### src/rtl/fir_mac_sequencer_pkg.sv
// fir_seq_pkg: shared encodings for the FIR MAC sequencer.
// Contents:
// - FSM state codes.
// - ALU opcodes.
// - Operand-mux select codes for the shared FP ALU.
// - Width of the partial-sum capture strobe.
package fir_seq_pkg;

  localparam int HOLD_W = 5;
  localparam int ST_W   = 4;

  typedef logic [ST_W-1:0] state_t;

  localparam state_t S_IDLE  = 4'd0;
  localparam state_t S_LOAD  = 4'd1;
  localparam state_t S_MUL   = 4'd2;
  localparam state_t S_MWAIT = 4'd3;
  localparam state_t S_ACC   = 4'd4;
  localparam state_t S_HCAP  = 4'd5;
  localparam state_t S_RED   = 4'd6;
  localparam state_t S_OWAIT = 4'd7;
  localparam state_t S_DONE  = 4'd8;

  localparam logic [1:0] OP_MUL  = 2'b10;
  localparam logic [1:0] OP_ADD  = 2'b11;
  localparam logic [1:0] OP_ADDN = 2'b00;

  localparam logic [1:0] ASEL_DMEM = 2'd0;
  localparam logic [1:0] ASEL_ZERO = 2'd1;
  localparam logic [1:0] ASEL_SELF = 2'd2;
  localparam logic [1:0] ASEL_H0   = 2'd3;

  localparam logic [2:0] BSEL_CMEM = 3'd0;
  localparam logic [2:0] BSEL_RF   = 3'd1;
  localparam logic [2:0] BSEL_H1   = 3'd2;
  localparam logic [2:0] BSEL_H2   = 3'd3;
  localparam logic [2:0] BSEL_H3   = 3'd4;
  localparam logic [2:0] BSEL_H4   = 3'd5;

endpackage

### src/rtl/fir_mac_sequencer_if.sv
// fir_mac_sequencer_if: control bundle between the FIR MAC sequencer and the
// W4823 datapath.
// master = sequencer: receives din_valid and drives every address, enable,
//          select and opcode.
// slave  = datapath/sample source: the mirror image.
interface fir_mac_sequencer_if #(
  parameter int AW = 6
) ();
  import fir_seq_pkg::*;

  logic              din_valid;
  logic              busy;
  logic              overrun;
  logic              dmem_we;
  logic [AW-1:0]     dmem_waddr;
  logic [AW-1:0]     dmem_raddr;
  logic [AW-1:0]     cmem_raddr;
  logic              rf_we;
  logic [AW-1:0]     rf_waddr;
  logic [AW-1:0]     rf_raddr;
  logic [HOLD_W-1:0] hold_we;
  logic              alu_issue;
  logic [1:0]        alu_op;
  logic [1:0]        alu_asel;
  logic [2:0]        alu_bsel;
  logic              dout_valid;

  modport master (
    input  din_valid,
    output busy, overrun, dmem_we, dmem_waddr, dmem_raddr, cmem_raddr,
           rf_we, rf_waddr, rf_raddr, hold_we, alu_issue, alu_op,
           alu_asel, alu_bsel, dout_valid
  );

  modport slave (
    output din_valid,
    input  busy, overrun, dmem_we, dmem_waddr, dmem_raddr, cmem_raddr,
           rf_we, rf_waddr, rf_raddr, hold_we, alu_issue, alu_op,
           alu_asel, alu_bsel, dout_valid
  );
endinterface

### src/rtl/fir_mac_sequencer_issue_delay.sv
// fir_issue_delay: DEPTH-stage shift register that carries a product
// write-back (valid + register-file address) from its MUL issue cycle to the
// cycle the ALU delivers the product.
// Ports:
// - clk_i, rst_i: clock and asynchronous active-high reset.
// - vld_i, addr_i: MUL issued this cycle, and its product slot.
// - vld_o, addr_o: register-file write enable and address, DEPTH cycles later.
module fir_issue_delay #(
  parameter int DEPTH = 5,
  parameter int AW    = 6
) (
  input  logic          clk_i,
  input  logic          rst_i,
  input  logic          vld_i,
  input  logic [AW-1:0] addr_i,
  output logic          vld_o,
  output logic [AW-1:0] addr_o
);

  logic [DEPTH-1:0] vld_q;
  logic [AW-1:0]    addr_q [DEPTH];

  // Addresses are cleared too, so rf_waddr reads 0 straight out of reset.
  always_ff @(posedge clk_i or posedge rst_i) begin
    if (rst_i) begin
      vld_q <= '0;
      for (int i = 0; i < DEPTH; i++) addr_q[i] <= '0;
    end else begin
      vld_q     <= {vld_q[DEPTH-2:0], vld_i};
      addr_q[0] <= addr_i;
      for (int i = 1; i < DEPTH; i++) addr_q[i] <= addr_q[i-1];
    end
  end

  assign vld_o  = vld_q[DEPTH-1];
  assign addr_o = addr_q[DEPTH-1];

endmodule

### src/rtl/fir_mac_sequencer.sv
// fir_mac_sequencer: issue-level scheduler for the shared pipelined FP ALU.
// Per accepted sample it does the following:
// - writes sample memory;
// - issues TAPS multiplies;
// - accumulates them into ALU_LAT interleaved partial sums;
// - captures the partials into H0-H4;
// - reduces them with a final normalizing add, and flags the result.
// Ports:
// - clk2: fast clock.
// - rst: asynchronous active-high reset.
// - bus: control bundle.
// All bus outputs are registered except the three read addresses, which are
// decoded from registered state/counters only.
module fir_mac_sequencer
  import fir_seq_pkg::*;
#(
  parameter int TAPS    = 64,
  parameter int ALU_LAT = 5,
  parameter int AW      = 6
) (
  input  logic               clk2,
  input  logic               rst,
  fir_mac_sequencer_if.master bus
);

  localparam int CW = AW + 1;
  localparam logic [CW-1:0] C_TAPS_M1 = CW'(TAPS - 1);
  localparam logic [CW-1:0] C_L_M1    = CW'(ALU_LAT - 1);
  localparam logic [CW-1:0] C_L_M2    = CW'(ALU_LAT - 2);
  localparam logic [CW-1:0] C_L       = CW'(ALU_LAT);
  localparam logic [CW-1:0] C_2L      = CW'(2 * ALU_LAT);
  localparam logic [CW-1:0] C_3L      = CW'(3 * ALU_LAT);
  localparam logic [CW-1:0] C_HOLD    = CW'(HOLD_W);

  state_t            state_q, state_d;
  logic [CW-1:0]     cnt_q, cnt_d;
  logic [AW-1:0]     wptr_q, wptr_d;

  logic              issue_d, issue_q;
  logic [1:0]        op_d, op_q;
  logic [1:0]        asel_d, asel_q;
  logic [2:0]        bsel_d, bsel_q;
  logic [HOLD_W-1:0] hold_d, hold_q;
  logic              dmem_we_q, busy_q, dout_q, overrun_q;
  logic [AW-1:0]     dmem_waddr_q;

  // Sequencing: counter restarts at 0 on every state change.
  always_comb begin
    state_d = state_q;
    cnt_d   = cnt_q + 1'b1;
    wptr_d  = wptr_q;
    unique case (state_q)
      S_IDLE: begin
        cnt_d = '0;
        if (bus.din_valid) state_d = S_LOAD;
      end
      S_LOAD: begin
        state_d = S_MUL;
        cnt_d   = '0;
      end
      S_MUL: if (cnt_q == C_TAPS_M1) begin
        state_d = S_MWAIT;
        cnt_d   = '0;
        wptr_d  = wptr_q + 1'b1;
      end
      S_MWAIT: if (cnt_q == C_L_M1) begin
        state_d = S_ACC;
        cnt_d   = '0;
      end
      S_ACC: if (cnt_q == C_TAPS_M1) begin
        state_d = S_HCAP;
        cnt_d   = '0;
      end
      S_HCAP: if (cnt_q == C_L_M1) begin
        state_d = S_RED;
        cnt_d   = '0;
      end
      S_RED: if (cnt_q == C_3L) begin
        state_d = S_OWAIT;
        cnt_d   = '0;
      end
      S_OWAIT: if (cnt_q == C_L_M2) begin
        state_d = S_DONE;
        cnt_d   = '0;
      end
      default: begin
        state_d = S_IDLE;
        cnt_d   = '0;
      end
    endcase
  end

  // Output decode from the next state, so the registered outputs line up
  // with the state they describe. ALU selects hold when nothing issues.
  always_comb begin
    issue_d = 1'b0;
    op_d    = op_q;
    asel_d  = asel_q;
    bsel_d  = bsel_q;
    hold_d  = '0;
    unique case (state_d)
      S_MUL: begin
        issue_d = 1'b1;
        op_d    = OP_MUL;
        asel_d  = ASEL_DMEM;
        bsel_d  = BSEL_CMEM;
      end
      S_ACC: begin
        issue_d = 1'b1;
        op_d    = OP_ADD;
        // First ALU_LAT adds seed the interleaved partial sums from zero.
        asel_d  = (cnt_d < C_L) ? ASEL_ZERO : ASEL_SELF;
        bsel_d  = BSEL_RF;
      end
      S_HCAP: if (cnt_d < C_HOLD) hold_d = HOLD_W'(1) << cnt_d;
      S_RED: begin
        // Reduction chain: each add waits a full ALU latency for SELF.
        if (cnt_d == '0) begin
          issue_d = 1'b1; op_d = OP_ADD;  asel_d = ASEL_H0;   bsel_d = BSEL_H1;
        end else if (cnt_d == C_L) begin
          issue_d = 1'b1; op_d = OP_ADD;  asel_d = ASEL_SELF; bsel_d = BSEL_H2;
        end else if (cnt_d == C_2L) begin
          issue_d = 1'b1; op_d = OP_ADD;  asel_d = ASEL_SELF; bsel_d = BSEL_H3;
        end else if (cnt_d == C_3L) begin
          issue_d = 1'b1; op_d = OP_ADDN; asel_d = ASEL_SELF; bsel_d = BSEL_H4;
        end
      end
      default: ;
    endcase
  end

  always_ff @(posedge clk2 or posedge rst) begin
    if (rst) begin
      state_q      <= S_IDLE;
      cnt_q        <= '0;
      wptr_q       <= '0;
      issue_q      <= 1'b0;
      op_q         <= OP_ADD;
      asel_q       <= ASEL_DMEM;
      bsel_q       <= BSEL_CMEM;
      hold_q       <= '0;
      dmem_we_q    <= 1'b0;
      dmem_waddr_q <= '0;
      busy_q       <= 1'b0;
      dout_q       <= 1'b0;
      overrun_q    <= 1'b0;
    end else begin
      state_q      <= state_d;
      cnt_q        <= cnt_d;
      wptr_q       <= wptr_d;
      issue_q      <= issue_d;
      op_q         <= op_d;
      asel_q       <= asel_d;
      bsel_q       <= bsel_d;
      hold_q       <= hold_d;
      dmem_we_q    <= (state_d == S_LOAD);
      if (state_d == S_LOAD) dmem_waddr_q <= wptr_q;
      busy_q       <= (state_d != S_IDLE);
      dout_q       <= (state_d == S_DONE);
      // Samples arriving outside IDLE are dropped; only flag them.
      overrun_q    <= bus.din_valid && (state_q != S_IDLE);
    end
  end

  // MUL issue -> product write-back, ALU_LAT cycles later.
  fir_issue_delay #(
    .DEPTH (ALU_LAT),
    .AW    (AW)
  ) u_issue_delay (
    .clk_i  (clk2),
    .rst_i  (rst),
    .vld_i  (state_q == S_MUL),
    .addr_i (cnt_q[AW-1:0]),
    .vld_o  (bus.rf_we),
    .addr_o (bus.rf_waddr)
  );

  // Newest sample sits at wptr; tap k reads k samples back, modulo TAPS.
  assign bus.dmem_raddr = (state_q == S_MUL) ? (wptr_q - cnt_q[AW-1:0]) : '0;
  assign bus.cmem_raddr = (state_q == S_MUL) ? cnt_q[AW-1:0] : '0;
  assign bus.rf_raddr   = (state_q == S_ACC) ? cnt_q[AW-1:0] : '0;

  assign bus.busy       = busy_q;
  assign bus.overrun    = overrun_q;
  assign bus.dmem_we    = dmem_we_q;
  assign bus.dmem_waddr = dmem_waddr_q;
  assign bus.hold_we    = hold_q;
  assign bus.alu_issue  = issue_q;
  assign bus.alu_op     = op_q;
  assign bus.alu_asel   = asel_q;
  assign bus.alu_bsel   = bsel_q;
  assign bus.dout_valid = dout_q;

endmodule
### src/flat_wrapper.sv
// flat-port wrapper written by rule: the top's interface ports become plain ports
module fir_mac_sequencer_flat import fir_seq_pkg::*;
#(
  parameter int TAPS    = 64,
  parameter int ALU_LAT = 5,
  parameter int AW      = 6
)
  (clk2, rst, bus_din_valid, bus_busy, bus_overrun, bus_dmem_we, bus_dmem_waddr, bus_dmem_raddr, bus_cmem_raddr, bus_rf_we, bus_rf_waddr, bus_rf_raddr, bus_hold_we, bus_alu_issue, bus_alu_op, bus_alu_asel, bus_alu_bsel, bus_dout_valid);
  fir_mac_sequencer_if #(.AW(AW)) bus_i ();
  input  logic clk2;
  input  logic rst;
  input wire logic [$bits(bus_i.din_valid)-1:0] bus_din_valid;
  output wire logic [$bits(bus_i.busy)-1:0] bus_busy;
  output wire logic [$bits(bus_i.overrun)-1:0] bus_overrun;
  output wire logic [$bits(bus_i.dmem_we)-1:0] bus_dmem_we;
  output wire logic [$bits(bus_i.dmem_waddr)-1:0] bus_dmem_waddr;
  output wire logic [$bits(bus_i.dmem_raddr)-1:0] bus_dmem_raddr;
  output wire logic [$bits(bus_i.cmem_raddr)-1:0] bus_cmem_raddr;
  output wire logic [$bits(bus_i.rf_we)-1:0] bus_rf_we;
  output wire logic [$bits(bus_i.rf_waddr)-1:0] bus_rf_waddr;
  output wire logic [$bits(bus_i.rf_raddr)-1:0] bus_rf_raddr;
  output wire logic [$bits(bus_i.hold_we)-1:0] bus_hold_we;
  output wire logic [$bits(bus_i.alu_issue)-1:0] bus_alu_issue;
  output wire logic [$bits(bus_i.alu_op)-1:0] bus_alu_op;
  output wire logic [$bits(bus_i.alu_asel)-1:0] bus_alu_asel;
  output wire logic [$bits(bus_i.alu_bsel)-1:0] bus_alu_bsel;
  output wire logic [$bits(bus_i.dout_valid)-1:0] bus_dout_valid;
  assign bus_i.din_valid = bus_din_valid;
  assign bus_busy = bus_i.busy;
  assign bus_overrun = bus_i.overrun;
  assign bus_dmem_we = bus_i.dmem_we;
  assign bus_dmem_waddr = bus_i.dmem_waddr;
  assign bus_dmem_raddr = bus_i.dmem_raddr;
  assign bus_cmem_raddr = bus_i.cmem_raddr;
  assign bus_rf_we = bus_i.rf_we;
  assign bus_rf_waddr = bus_i.rf_waddr;
  assign bus_rf_raddr = bus_i.rf_raddr;
  assign bus_hold_we = bus_i.hold_we;
  assign bus_alu_issue = bus_i.alu_issue;
  assign bus_alu_op = bus_i.alu_op;
  assign bus_alu_asel = bus_i.alu_asel;
  assign bus_alu_bsel = bus_i.alu_bsel;
  assign bus_dout_valid = bus_i.dout_valid;
  fir_mac_sequencer #(.TAPS(TAPS), .ALU_LAT(ALU_LAT), .AW(AW)) u_core (.clk2(clk2), .rst(rst), .bus(bus_i));
endmodule
### config.mk
export PLATFORM = sky130hd
export DESIGN_NAME = fir_mac_sequencer_flat
export DESIGN_NICKNAME = d
export VERILOG_FILES = /design/src/rtl/fir_mac_sequencer_pkg.sv /design/src/rtl/fir_mac_sequencer_if.sv /design/src/rtl/fir_mac_sequencer_issue_delay.sv /design/src/rtl/fir_mac_sequencer.sv /design/src/flat_wrapper.sv
export SDC_FILE = /design/constraint.sdc
export NUM_CORES = 1
export LEC_CHECK = 0
export CELL_PAD_IN_SITES_DETAIL_PLACEMENT = 1
export CELL_PAD_IN_SITES_GLOBAL_PLACEMENT = 2
export CORE_ASPECT_RATIO = 1.1
export CORE_MARGIN = 2
export CORE_UTILIZATION = 37
export CTS_BUF_LIST = sky130_fd_sc_hd__clkbuf_8
export CTS_CLUSTER_DIAMETER = 50
export DETAILED_ROUTE_END_ITERATION = 8
export HOLD_SLACK_MARGIN = 0.12
export PLACE_DENSITY = 0.89
export SETUP_SLACK_MARGIN = 0.05
export SYNTH_ARGS = -nofsm -noshare
export SYNTH_HDL_FRONTEND = slang
export SYNTH_HIERARCHICAL = 1
export SYNTH_SLANG_ARGS = --single-unit
### constraint.sdc
create_clock -name clk2 -period 3.3 [get_ports clk2]
set_clock_uncertainty 0.05 [all_clocks]
set_input_delay 0.33 -clock clk2 [delete_from_list [all_inputs] [get_ports clk2]]
set_output_delay 0.33 -clock clk2 [all_outputs]
set_load 0.01 [all_outputs]
==> results of run 1 <==
flip-flops by register name (all words and copies together), names as in the netlist, 2 cells and up:
| signal | flops |
|---|---|
| u_core/bus.alu_asel | 2 |
| u_core/bus.alu_bsel | 3 |
| u_core/bus.alu_op | 2 |
| u_core/bus.dmem_waddr | 6 |
| u_core/bus.hold_we | 5 |
| u_core/cnt_q | 7 |
| u_core/state_q | 4 |
| u_core/u_issue_delay/addr_o | 6 |
| u_core/u_issue_delay/addr_q | 24 |
| u_core/u_issue_delay/vld_q | 5 |
| u_core/wptr_q | 6 |
critical path, cell delays in order (launching register included):
cell and delay [ps]:
dfrtp_2 430, clkinvlp_4 160, ha_1 320, a21o_1 200
a21o_1 210, a21o_1 190, a21oi_1 190, xnor2_1 90
nor2_1 100, clkdlybuf4s50_1 550
area by class of cell:
class,count,share of cell area
multi-input cells,183,0.3140
well taps,114,0.03393
repair buffers,62,0.1405
clock inverters,7,0.01786
flip-flops and latches,75,0.4473
inverters,18,0.01696
clock buffers,9,0.02946
power by group:
group	switching [W]	internal [W]
clock	0.000405	0.000300
combinational	0.0000187	0.00000515
sequential	0.000000158	0.000919
total	0.000424	0.00122
path summary, 6_finish.rpt:
path	end	slack [ps]	depth (start not counted)
max	bus_dmem_raddr[5]	120	9
min	u_core/u_issue_delay/addr_q[12]	310	0
max reg2reg	u_core/bus.alu_asel[0]	270	9
min reg2reg	u_core/u_issue_delay/addr_q[12]	310	0
max in group asynchronous	u_core/cnt_q[1]	2400	3
min in group asynchronous	u_core/u_issue_delay/addr_o[5]	350	3
metal layers:
layer / global-route usage / share of wire / vias up
met4: 0.06729 / 0.018 / 0
li1: - / - / 1152
met1: 0.2108 / 0.44 / 1266
met2: 0.2837 / 0.51 / 54
met3: 0.03623 / 0.036 / 13
met5: 0 / 0 / -
through the flow:
stage           power, W  TNS, ps  setup slack, ps  cells
6_report        0.001648        0            120.9    468
5_1_grt         0.001715   -6.826           -6.826    468
4_1_cts         0.001673        0            110.6    463
3_5_place_dp   0.0009629        0            395.9    447
3_3_place_gp   0.0009619        0            470.1    447
2_1_floorplan  0.0009515        0            769.5    297
cells in the final DEF (no fill, tap or decap), drive strengths merged, types with 6 or more instances in the layout:
cell	netlist	layout
clkdlybuf4s50	0	50
inv	18	22
nor4	13	13
dfrtp	73	73
o21ai	7	7
buf	16	12
nor3	6	6
xnor2	14	14
ha	8	8
nor2	25	25
and2	6	6
nand3	8	8
mux2	7	7
nand2	17	17
clkbuf	5	9
kinds of logic after synthesis:
kind of cell / synth area share
AND/OR/NAND/NOR: 0.1738
flip-flops: 0.5553
AO/OA/AOI/OAI: 0.1076
buffers and inverters: 0.05471
XOR/XNOR: 0.04399
multiplexers: 0.02921
adder cells (fa/ha/maj): 0.03549
what timing repair did:
| item | in CTS | in global routing |
|---|---|---|
| resized for setup | 0 | 2 |
| endpoints found under the setup margin | 0 | 1 |
| setup buffers | 0 | 5 |
| hold buffers | 0 | 0 |
==> metrics.yaml, run 1 <==
status:
  status: "completed"
global_routing:
  antenna_found_initial: 0
  grt_max_degree: 41
  overflow: 0
  track_usage: 0.1697
  first_global_vias: 2674
  grt_first_pass_wirelength_um: 13160
drt:
  vias: 2485
  wire_per_inst_um: 17.28
  routed_wl_um: 8086
  ant_nets: 0
  drt_pass1_iterations: 4
  drt_iter0_markers: 94
  drc: 0
  avgViaCountPerCell: 5.310
power:
  cellPowerDensity_nw_per_um2: 392.1
  leakage_nw: 1.766
  vdd_drop_max_mv: 0.1987
critical_path:
  required_ps: 2920
  crit_fanout: 5
  endpoint_kind: "output pin"
  rr_startpoint: "u_core/cnt_q[1]"
  worstSetupPathType: "flop to output pin"
  critPathLaunch: "u_core/cnt_q[1]"
  crit_path_start_kind: "flop"
  cp.arrival_ps: 2800
worst_hold_path:
  hp-start: "u_core/u_issue_delay/addr_q[18]"
  hold_class: "flop to flop"
synth:
  syn_inst: 297
  synth.top_cell.area_share: 0.5397
  ys_warn_count: 6
  synth_top_area_cell: "dfrtp_1"
  synth_top_cells_by_area: "dfrtp_1 54%, xnor2_1 3.6%, ha_1 3.0%"
  synth_seq_cells: 75
  ys_seq_area_frac: 0.5553
  synthFlopType: "dfrtp_1"
  synth_commonest_cells: "73 x dfrtp_1, 24 x nor2_1, 18 x inv_1"
  postSynth.asyncResetShare: 1.000
  netlist_area_sq_um: 3384
  syn_nets: 309
  synthMostInstantiatedCell: "dfrtp_1"
  synth_cell_types: 68
  postSynthAreaPerCell_sq_um: 11.40
  synth-edff-count: 0
floorplan:
  die_width_um: 95.19
  core-area_sq_um: 8874
  ioPinCount: 51
  fp-row-count: 36
  start_util: 0.3814
  dieArea_sq_um: 9929
  die_h_um: 104.3
cells_and_area:
  final_core_utilization: 0.4738
  final_area_sq_um: 4204
  register_area_sq_um: 1881
  nets: 361
  drive_above_1_share: 0.1525
  fillerInstances: 953
  antennaDiodeCount: 0
  multiInputGateArea_sq_um: 1320
  syn_to_final_growth_pct: 24.21
sta:
  max_freq_mhz: 314.6
  hold_violations: 0
  tightest_slew_ps: 686.0
  fin_crit_sh: 0.9634
  slew-limit-headroom: 0.5388
  period_needed_ps: 3179
  hold_ws_ps: 306.9
  setup_viol: 0
  final_max_slew_viol_count: 0
cts:
  cts_tree: "yes"
  h-tree-depth: 3
  cts-root-buf: "clkbuf_8"
  clk_pin_slew_ps: 90
  cts_sinks: 75
  cts_inserted_buffers: 9
  ctsLongestPathBuffers: 2
  clk_latency_ps: 360
place:
  gp_congestion: 0.8295
  io_buffers: 50
  placed_cell_area_sq_um: 3963
  place_hpwl_um: 5593
run:
  max_cap_violations: 0
(Power assumes the default switching activity.)
==> run 2: changes to the inputs <==
--- a/config.mk
+++ b/config.mk
@@ -13,7 +13,8 @@
 export CTS_BUF_LIST = sky130_fd_sc_hd__clkbuf_8
 export CTS_CLUSTER_DIAMETER = 50
 export DETAILED_ROUTE_END_ITERATION = 8
-export HOLD_SLACK_MARGIN = 0.12
+export GPL_ROUTABILITY_DRIVEN = 1
+export HOLD_SLACK_MARGIN = 0.03
 export PLACE_DENSITY = 0.89
 export SETUP_SLACK_MARGIN = 0.05
 export SYNTH_ARGS = -nofsm -noshare
==> results of run 2 <==
No change in the layout: final DEF, timing and power equal those of run 1.
==> run 3: changes to the inputs <==
--- a/config.mk
+++ b/config.mk
@@ -5,17 +5,15 @@
 export SDC_FILE = /design/constraint.sdc
 export NUM_CORES = 1
 export LEC_CHECK = 0
-export CELL_PAD_IN_SITES_DETAIL_PLACEMENT = 1
-export CELL_PAD_IN_SITES_GLOBAL_PLACEMENT = 2
 export CORE_ASPECT_RATIO = 1.1
 export CORE_MARGIN = 2
-export CORE_UTILIZATION = 37
+export CORE_UTILIZATION = 50
 export CTS_BUF_LIST = sky130_fd_sc_hd__clkbuf_8
 export CTS_CLUSTER_DIAMETER = 50
 export DETAILED_ROUTE_END_ITERATION = 8
 export GPL_ROUTABILITY_DRIVEN = 1
 export HOLD_SLACK_MARGIN = 0.03
-export PLACE_DENSITY = 0.89
+export PLACE_DENSITY = 0.85
 export SETUP_SLACK_MARGIN = 0.05
 export SYNTH_ARGS = -nofsm -noshare
 export SYNTH_HDL_FRONTEND = slang
==> constraint.sdc (replaced) <==
create_clock -name clk2 -period 2.7 [get_ports clk2]
set_clock_uncertainty 0.05 [all_clocks]
set_input_delay 0.27 -clock clk2 [delete_from_list [all_inputs] [get_ports clk2]]
set_output_delay 0.27 -clock clk2 [all_outputs]
set_load 0.01 [all_outputs]
==> metrics.yaml, run 3 (synthesis results as in run 1) <==
global_routing:
  track_usage: 0.2174  # +0.04771
  first_global_vias: 2650  # -0.90%
  grt_max_degree: 41  # unchanged
  overflow: 0  # unchanged
  antenna_found_initial: 0  # unchanged
  use_met1: 0.2891  # +0.07825
  grt_first_pass_wirelength_um: 12240  # -7.0%
  top_usage_layer: "met2"
  use_met3: 0.04800  # +0.01177
  use_met2: 0.3219  # +0.03821
floorplan:
  ioPinCount: 51  # unchanged
  die_width_um: 82.45  # -13%
  start_util: 0.5163  # +0.1349
  core-area_sq_um: 6555  # -26%
  dieArea_sq_um: 7444  # -25%
  die_h_um: 90.29  # -13%
  fp-row-count: 31  # -14%
critical_path:
  max_stage_delay_ps: 540  # about the same
  endpoint_kind: "output pin"
  cp.arrival_ps: 2270  # -530 ps
  rr_startpoint: "u_core/cnt_q[4]"
  crit_fanout: 5  # unchanged
  worstSetupPathType: "flop to output pin"
  critPathLaunch: "u_core/cnt_q[1]"
  crit_path_start_kind: "flop"
  crit_buf_inv: 2  # unchanged
  required_ps: 2380  # -540 ps
  crit_chain: "inv_2 -> ha_1 -> a21o_1 -> a21o_1 -> xnor2_1 -> nor2_1 -> clkdlybuf4s50_1"
  cpMostUsedCell: "a21o_1"
  crit_slowest_cell: "clkdlybuf4s50_1"
  cp_top_family: "buffers and inverters"
power:
  cellPowerDensity_nw_per_um2: 435.0  # +11%
  leakage_nw: 1.867  # +5.7%
  vdd_drop_max_mv: 0.3373  # +70%
  power.total_w: 0.001891  # +15%
drt:
  drt_pass1_iterations: 5  # +1
  wire_per_inst_um: 16.06  # -7.1%
  ant_nets: 0  # unchanged
  routed_wl_um: 7306  # -9.6%
  drt_iter0_markers: 168  # +79%
  drc: 0  # unchanged
  avgViaCountPerCell: 5.633  # +6.1%
  vias: 2563  # +3.1%
sta:
  period_needed_ps: 2590
  hold_violations: 0  # unchanged
  tns_ps: 0  # unchanged
  worst_slack_ps: 109.7  # -11.17 ps
  setup_viol: 0  # unchanged
  max_freq_mhz: 386.1
  tightest_slew_ps: 821.2  # +135.2 ps
  fin_crit_sh: 0.9594
  rsz0062_at_grt: "yes"
  slew-limit-headroom: 0.4519  # -0.08682
  final_max_slew_viol_count: 0  # unchanged
cts:
  cts-root-buf: "clkbuf_8"
  cts_inserted_buffers: 9  # unchanged
  clk_latency_ps: 350  # about the same
  cts_sinks: 75  # unchanged
  h-tree-depth: 3  # unchanged
  clk_pin_slew_ps: 80  # about the same
  cts_tree: "yes"
  ctsLongestPathBuffers: 2  # unchanged
cells_and_area:
  final_core_utilization: 0.6631  # +0.1893
  regMostFlops: "u_core/u_issue_delay/addr_q"
  reg_top3: "u_core/u_issue_delay/addr_q: 24 flops, u_core/cnt_q: 7 flops"
  multiInputGateArea_sq_um: 1398  # +5.9%
  nets: 380  # +5.3%
  mostFrequentLayoutCell: "dfrtp_1"
  syn_to_final_growth_pct: 28.43
  antennaDiodeCount: 0  # unchanged
  fillerInstances: 511  # -46%
  drive_above_1_share: 0.2279  # +0.07534
  largest_reg_flops: 24  # unchanged
  final_area_sq_um: 4347  # +3.4%
  most-common-layout-cells: "71 x dfrtp_1, 48 x clkdlybuf4s50_1, 31 x buf_4, 24 x nor2_1"
  register_area_sq_um: 1882  # about the same
place:
  pre_cts_ws_ps: 27.06  # -368.9 ps
  placed_cell_area_sq_um: 4065  # +2.6%
  io_buffers: 50  # unchanged
  gp_congestion: 0.9503  # +15%
  place_hpwl_um: 5206  # -6.9%
status:
  status: "completed"
run:
  max_cap_violations: 0  # unchanged
worst_hold_path:
  hp-start: "u_core/u_issue_delay/vld_q[2]"
  hold_class: "flop to flop"
==> run 3: repair_timing <==
item,4_1_cts,5_1_grt
endpoints found under the setup margin,7,18
hold buffers,0,0
resized for setup,9,15
setup buffers,0,5
pin swaps,0,2
==> run 3: area by class of cell <==
type,instances,area share
Clock buffer,9,0.02850
Clock inverter,7,0.01065
Inverter,18,0.01554
Multi-Input combinational cell,183,0.3215
Sequential cell,75,0.4329
Tap cell,82,0.02360
Timing Repair Buffer,81,0.1672
==> run 3: routing by layer <==
metal,vias up,wire length (um)
li1,1186,-
met1,1260,3080
met2,91,3622
met3,26,362
met4,0,241
met5,-,0
==> run 3: final timing paths <==
kind / end / slack (ps) / depth (start not counted)
min: u_core/u_issue_delay/vld_q[3] / 300 / 0
min in group asynchronous: u_core/state_q[3] / 340 / 3
max reg2reg: u_core/bus.alu_asel[0] / 120 / 7
min reg2reg: u_core/u_issue_delay/vld_q[3] / 300 / 0
max: bus_dmem_raddr[3] / 110 / 7
max in group asynchronous: u_core/u_issue_delay/addr_q[12] / 1560 / 3
==> run 3: per-stage QoR <==
stage / instances / hold WS, ps
global route: 455 / 309.4
CTS: 450 / 301.9
detailed placement: 434 / 285.8
finish: 455 / 300.3
floorplan: 297 / 281.2
global placement: 434 / 281.7
==> run 3: power by group <==
part	internal, W	leakage [nW]	switching, W
registers	0.00112	0.886	0.000000186
logic	0.00000718	0.889	0.0000222
clock network	0.000331	0.0922	0.000407
total	0.00146	1.87	0.000429
